==> src/rtl/icache_pkg.sv <==
// rtl/icache_pkg.sv - shared refill FSM encoding and PC field positions for the L1 icache
package icache_pkg;

    localparam logic [1:0] ST_IDLE  = 2'd0;
    localparam logic [1:0] ST_REQ   = 2'd1;
    localparam logic [1:0] ST_WRITE = 2'd2;
    localparam logic [1:0] ST_DONE  = 2'd3;

    localparam int INDEX_W   = 7;
    localparam int TAG_W     = 23;
    localparam int INDEX_LSB = 2;
    localparam int TAG_LSB   = 9;

    // instr_cache_L1 uses the same helpers so both sides slice the PC identically
    function automatic logic [INDEX_W-1:0] pc_index(input logic [31:0] pc);
        return pc[INDEX_LSB +: INDEX_W];
    endfunction

    function automatic logic [TAG_W-1:0] pc_tag(input logic [31:0] pc);
        return pc[TAG_LSB +: TAG_W];
    endfunction

endpackage

==> src/rtl/icache_refill_ctrl.sv <==
// rtl/icache_refill_ctrl.sv - line refill engine between instruction memory and the L1 icache
module icache_refill_ctrl #(
    parameter int LINE_WORDS = 4,
    parameter int INDEX_W    = icache_pkg::INDEX_W,
    parameter int TAG_W      = icache_pkg::TAG_W
) (
    input  logic               clk,
    input  logic               reset,
    input  logic               miss_cache,
    input  logic [31:0]        miss_pc,
    output logic               mem_req,
    output logic [31:0]        mem_addr,
    input  logic               mem_ack,
    input  logic [31:0]        mem_rdata,
    output logic               save_to_cache,
    output logic [31:0]        cache_input,
    output logic [INDEX_W-1:0] fill_index,
    output logic [TAG_W-1:0]   fill_tag,
    output logic               refill_busy,
    output logic               refill_done
);
    import icache_pkg::*;

    localparam int OFF_W = $clog2(LINE_WORDS);
    localparam int CNT_W = (OFF_W > 0) ? OFF_W : 1;
    localparam logic [31:0] LINE_MASK = ~(32'(LINE_WORDS * 4) - 32'd1);
    localparam logic [CNT_W-1:0] LAST_WORD = CNT_W'(LINE_WORDS - 1);

    logic [1:0]       state_q, state_d;
    logic [CNT_W-1:0] cnt_q, cnt_d;
    logic [31:0]      base_q, base_d;
    logic [31:0]      data_q, data_d;
    logic [31:0]      addr;

    // Line-aligned base plus word offset; the offset never carries past the line
    assign addr = base_q + {{(30 - CNT_W){1'b0}}, cnt_q, 2'b00};

    always_comb begin
        state_d = state_q;
        cnt_d   = cnt_q;
        base_d  = base_q;
        data_d  = data_q;
        case (state_q)
            ST_IDLE: begin
                if (miss_cache) begin
                    base_d  = miss_pc & LINE_MASK;
                    cnt_d   = '0;
                    state_d = ST_REQ;
                end
            end
            ST_REQ: begin
                if (mem_ack) begin
                    data_d  = mem_rdata;
                    state_d = ST_WRITE;
                end
            end
            ST_WRITE: begin
                if (cnt_q == LAST_WORD) begin
                    state_d = ST_DONE;
                end else begin
                    cnt_d   = cnt_q + CNT_W'(1);
                    state_d = ST_REQ;
                end
            end
            ST_DONE: begin
                state_d = ST_IDLE;
            end
            default: begin
                state_d = ST_IDLE;
            end
        endcase
    end

    always_ff @(posedge clk) begin
        if (reset) begin
            state_q <= ST_IDLE;
            cnt_q   <= '0;
            base_q  <= '0;
            data_q  <= '0;
        end else begin
            state_q <= state_d;
            cnt_q   <= cnt_d;
            base_q  <= base_d;
            data_q  <= data_d;
        end
    end

    // Data-path outputs are forced to zero outside the state that qualifies them
    always_comb begin
        mem_req       = (state_q == ST_REQ);
        save_to_cache = (state_q == ST_WRITE);
        refill_busy   = (state_q != ST_IDLE);
        refill_done   = (state_q == ST_DONE);
        mem_addr      = mem_req ? addr : 32'd0;
        cache_input   = save_to_cache ? data_q : 32'd0;
        fill_index    = save_to_cache ? addr[INDEX_LSB +: INDEX_W] : '0;
        fill_tag      = save_to_cache ? addr[TAG_LSB +: TAG_W] : '0;
    end

endmodule

==> config.mk <==
export PLATFORM = sky130hd
export DESIGN_NAME = icache_refill_ctrl
export DESIGN_NICKNAME = d
export VERILOG_FILES = /design/src/rtl/icache_pkg.sv /design/src/rtl/icache_refill_ctrl.sv
export SDC_FILE = /design/constraint.sdc
export NUM_CORES = 1
export LEC_CHECK = 0
export ABC_AREA = 1
export BUFFER_PORTS_ARGS = -buffer_cell sky130_fd_sc_hd__buf_4
export CAP_MARGIN = 30
export CORE_ASPECT_RATIO = 1.5
export CORE_MARGIN = 2
export CORE_UTILIZATION = 45
export CTS_CLUSTER_DIAMETER = 200
export CTS_CLUSTER_SIZE = 28
export DETAILED_ROUTE_END_ITERATION = 16
export GPL_ROUTABILITY_DRIVEN = 0
export PLACE_DENSITY_LB_ADDON = 0.1
export REMOVE_ABC_BUFFERS = 1
export SETUP_SLACK_MARGIN = 0.2
export SYNTH_ARGS = -nofsm -noshare
export SYNTH_HDL_FRONTEND = slang
export SYNTH_SLANG_ARGS = --single-unit
==> constraint.sdc <==
create_clock -name clk -period 1.5 [get_ports clk]
set_clock_uncertainty 0.2 [all_clocks]
set_input_delay 0.15 -clock clk [delete_from_list [all_inputs] [get_ports clk]]
set_output_delay 0.15 -clock clk [all_outputs]
set_load 0.005 [all_outputs]
# --- After elaboration in Yosys (flattened, before gate mapping) ---
# Index checks and enable logic that the tools add are counted.
totals:
  input_bits: 68
  out_inout_bits: 98
  register_bits: 64
classes:
  addsub: 2
  n_eq_ne: 7
  mux: 11
  n_reduce_logical: 7
ops:
  columns: ["operator", "count"]
  rows:
  - ["$mux 32", 2]
  - ["$add 32x4->32", 1]
  - ["$mux 23", 1]
  - ["$mux 2", 5]
  - ["$pmux 2 s4", 1]
  - ["$mux 7", 1]
  - ["$eq 2x2->1 const B", 3]
  - ["$reduce_and 2->1", 3]
  - ["$ne 2x2->1 const B", 2]
  - ["$pmux 2 s2", 1]
  - ["$reduce_bool 2->1", 2]
  - ["$reduce_and 3->1", 1]
  - ["$add 2x1->2 const B", 1]
  - ["$eq 2x1->1 const B", 1]
  - ["$logic_not 2->1", 1]
  - ["$ne 2x1->1 const B", 1]

# --- Longest topological paths before layout ---
logic_depth:
  depth_word: 3
  ltp_mapped: 7
  ltp_nobuf: 6

# --- Worst setup path before layout ---
# OpenSTA, ideal clock, no wires.
synth_timing:
  path_kind: "flip-flop to output port"
  startpoint: "register state_q[0]"
  endpoint: "output cache_input[0]"
  required_time_ps: 1150
  t_arrival_ps: 942
  slack_ps: 208
  path_stages_with_launch: 6
  path_cell_list: "dfxtp_1 inv_1 nand2_1 buf_4 buf_4 nor2_1"
synth_between:
  elab_chain_cells: 2
synth_lines:
  columns: ["element", "line", "source"]
  rows:
  - ["start: declaration", "icache_refill_ctrl.sv:29", "logic [1:0] state_q, state_d;"]
  - ["start signal: assignment", "icache_refill_ctrl.sv:81", "state_q <= state_d;"]
  - ["$eq 2x2->1", "icache_refill_ctrl.sv:91", "save_to_cache = (state_q == ST_WRITE);"]
  - ["$mux 32", "icache_refill_ctrl.sv:95", "cache_input = save_to_cache ? data_q : 32'd0;"]
  - ["end: declaration", "icache_refill_ctrl.sv:16", "output logic [31:0] cache_input,"]
# Every way passes these cells.

# --- Final worst setup path ---
# Ends and elaborated chain as after synthesis.

==> metrics.txt <==
count of input and output buffers=159; Core ar.=6486 um2; minimum clock period=1.734 ns; commonest cells after routing, fill and taps aside=buf_4 (166), nor2_1 (142), inv_1 (69); # IOs=166; Clock Tree Root=clkbuf_8; largest net degree at the start of global routing=38; FF-to-FF path depth=8; total track usage=0.3068; DRC violation total after the first TritonRoute iteration=273; Lkg Pwr=2.741 nW; Crit path arrival time=1.38 ns; maximum vdd drop=0.0007460 V; status=finished with violations; failing checks=setup timing; Final Hold Fails=0; Rel. slew slack=0.6114; Setup crit end=cache_input[0]; critical path launch point type=flop; Netlist cell types=22; Synth Cell Area=3013 um2; met1 WL=4.988 mm; part of the cycle the worst path needs=1.156; Sink Count=64; total power=5.285 mW; Final #Nets=774; FF-to-FF Start=state_q[1]$_SDFFE_PP0P_; H-tree depth=3; CP Max Fanout=28; P per Cell Area=868.6 nW/um2; post-synthesis mux area share=0; wire length on met2=8.038 mm; Cell Rows=36; post-synthesis compound-gate area fraction=0.1047; RSZ-0062 raised after global routing=yes; # DRC=0; min-delay worst type=in -> reg; R2R Path End=data_q[19]$_SDFFE_PP0P_; Tightest Pin Transition=0.5830 ns; Ys Warns=0; layout cells sized above 1=0.4922; final setup violation count=134; DP HPWL=5.714 mm; Setup WS post-layout=-0.2337 ns; Clk Latency, worst-skew pair=0.34 ns; Synth Area in Adders=0.004153; Clk pin slew, worst setup/hold paths=0.07 ns; largest family of logic cells by synthesized area=simple AND/OR/NAND/NOR gates; number of buffers created by CTS=9; simple-gate share of the synthesized area=0.3061; Setup CP Type=reg -> out; first-pass GRT wire length=17.97 mm; fmax=576.8 MHz; Max Used Layer=met4; initial core utilization=0.4645; routed vias=4235; CP required=1.15 ns; ANT nets after route=0; gr ovfl total=0; sequential share of the synthesized area=0.4252; fin. max-slew vios=0; CP startpoint=state_q[0]$_SDFFE_PP0P_; Reg2Reg Setup Slack=-0.09 ns; Area Growth Syn to Fin=102.0%; die area=7379 um2; Vias/cell=5.388; most common cell after layout, fill and taps aside=buf_4; die width=70.81 um; wire length per cell=19.38 um; filler cell count in the final layout=210; CTS tree=done; Final TNS setup=-13.26 ns; Max Root-Sink Buffers=2; multi-input combinational cell area=1783 um2; initial antenna violation count=1; xor/xnor cell area share of the yosys netlist=0; CP Capture Type=primary output; Post-Syn Instances=467; Met3 Routed Length=1.175 mm; Die Y=104.2 um; total wire length=15.24 mm; WHS Path Cells=5; max cap viols=0; mean post-synth cell area=6.452 um2; vias in the first global route=3871; FF/Latch Area=1289 um2; FF+latch count, synth=64; Initial DRT Pass Iterations=5
-- worst max-delay path, cell delays in order, from the launching register on --
cell and delay (ns):
dfxtp_4 0.37, inv_4 0.07, nand2_4 0.08, buf_12 0.17, nor2_1 0.17, buf_4 0.15
-- kinds of logic after synthesis --
kind of cell | after synthesis
AND/OR/NAND/NOR | 236
buffers and inverters | 102
flip-flops | 64
AO/OA/AOI/OAI | 63
adder cells (fa/ha/maj) | 1
other | 1
-- per-stage QoR --
stage / hold WS, ns / instances / area, um2 / setup WS, ns / utilization
finish: 0.2164 / 786 / 6085 / -0.2337 / 0.9381
global route: 0.2249 / 786 / 6085 / -0.2610 / 0.9381
detailed placement: 0.1353 / 685 / 4254 / 0.04237 / 0.6559
global placement: 0.1320 / 685 / 4254 / 0.07516 / 0.6559
CTS: 0.1315 / 779 / 5670 / -0.09920 / 0.8742
floorplan: 0.01907 / 439 / 2818 / -0.7500 / -
-- synthesized netlist by cell type --
cell type	n	share of area
dfxtp_1	64	0.43
nor2_2	1	0.0021
o21ai_0	52	0.086
ha_1	1	0.0042
nor2_8	1	0.0066
buf_2	4	0.0066
o21ai_1	8	0.013
nand3b_1	1	0.0025
clkbuf_1	6	0.0075
nor2_1	219	0.27
conb_1	1	0.0012
nand3_1	3	0.0050
clkbuf_2	2	0.0033
inv_4	2	0.0042
nand2_1	9	0.011
inv_1	70	0.087
inv_2	1	0.0012
nand2_2	1	0.0021
buf_6	5	0.019
nand2_4	1	0.0037
a21oi_1	3	0.0050
buf_4	12	0.030
-- sequential cells by signal (all words and copies together), names as in the netlist --
| register | count |
|---|---|
| base_q | 28 |
| data_q | 32 |
| state_q | 2 |
| cnt_q | 2 |
-- where the power goes --
part,internal [mW],leakage [nW],switching [mW]
registers,1.86,0.528,0.127
clock network,1.02,0.112,0.694
logic,0.749,2.10,0.839
-- how the worst min path moves through the flow --
stage | startpoint | to | slack, ns
2_1_floorplan | reset | state_q[0]$_SDFFE_PP0P_ | 0.02
3_3_place_gp | reset | state_q[0]$_SDFFE_PP0P_ | 0.13
3_5_place_dp | reset | state_q[0]$_SDFFE_PP0P_ | 0.14
4_1_cts | reset | data_q[9]$_SDFFE_PP0P_ | 0.13
5_1_grt | reset | data_q[12]$_SDFFE_PP0P_ | 0.22
6_report | reset | data_q[12]$_SDFFE_PP0P_ | 0.22
-- final cells by class --
class | instances | area share
inverters | 73 | 0.05182
diodes | 1 | 0.0004113
repair inverters | 3 | 0.008431
clock buffers | 12 | 0.02550
clock inverters | 3 | 0.01069
flip-flops and latches | 64 | 0.2118
repair buffers | 252 | 0.3827
well taps | 76 | 0.01563
multi-input cells | 302 | 0.2930
-- metal layers --
layer / global-route usage / up-vias
met4: 0.1523 / 0
li1: - / 1862
met2: 0.5734 / 292
met5: 0 / -
met3: 0.07267 / 100
met1: 0.3059 / 1981
-- what timing repair did --
| action | 4_1_cts | 5_1_grt |
|---|---|---|
| gates cloned | 6 | 4 |
| resized for setup | 158 | 88 |
| hold endpoints to repair | 62 | 0 |
| buffers inserted | 10 | 2 |
| pin swaps | 7 | 17 |
| hold buffers | 63 | 0 |
| endpoints found under the setup margin | 160 | 160 |
Power figures use the tool's default switching activity.
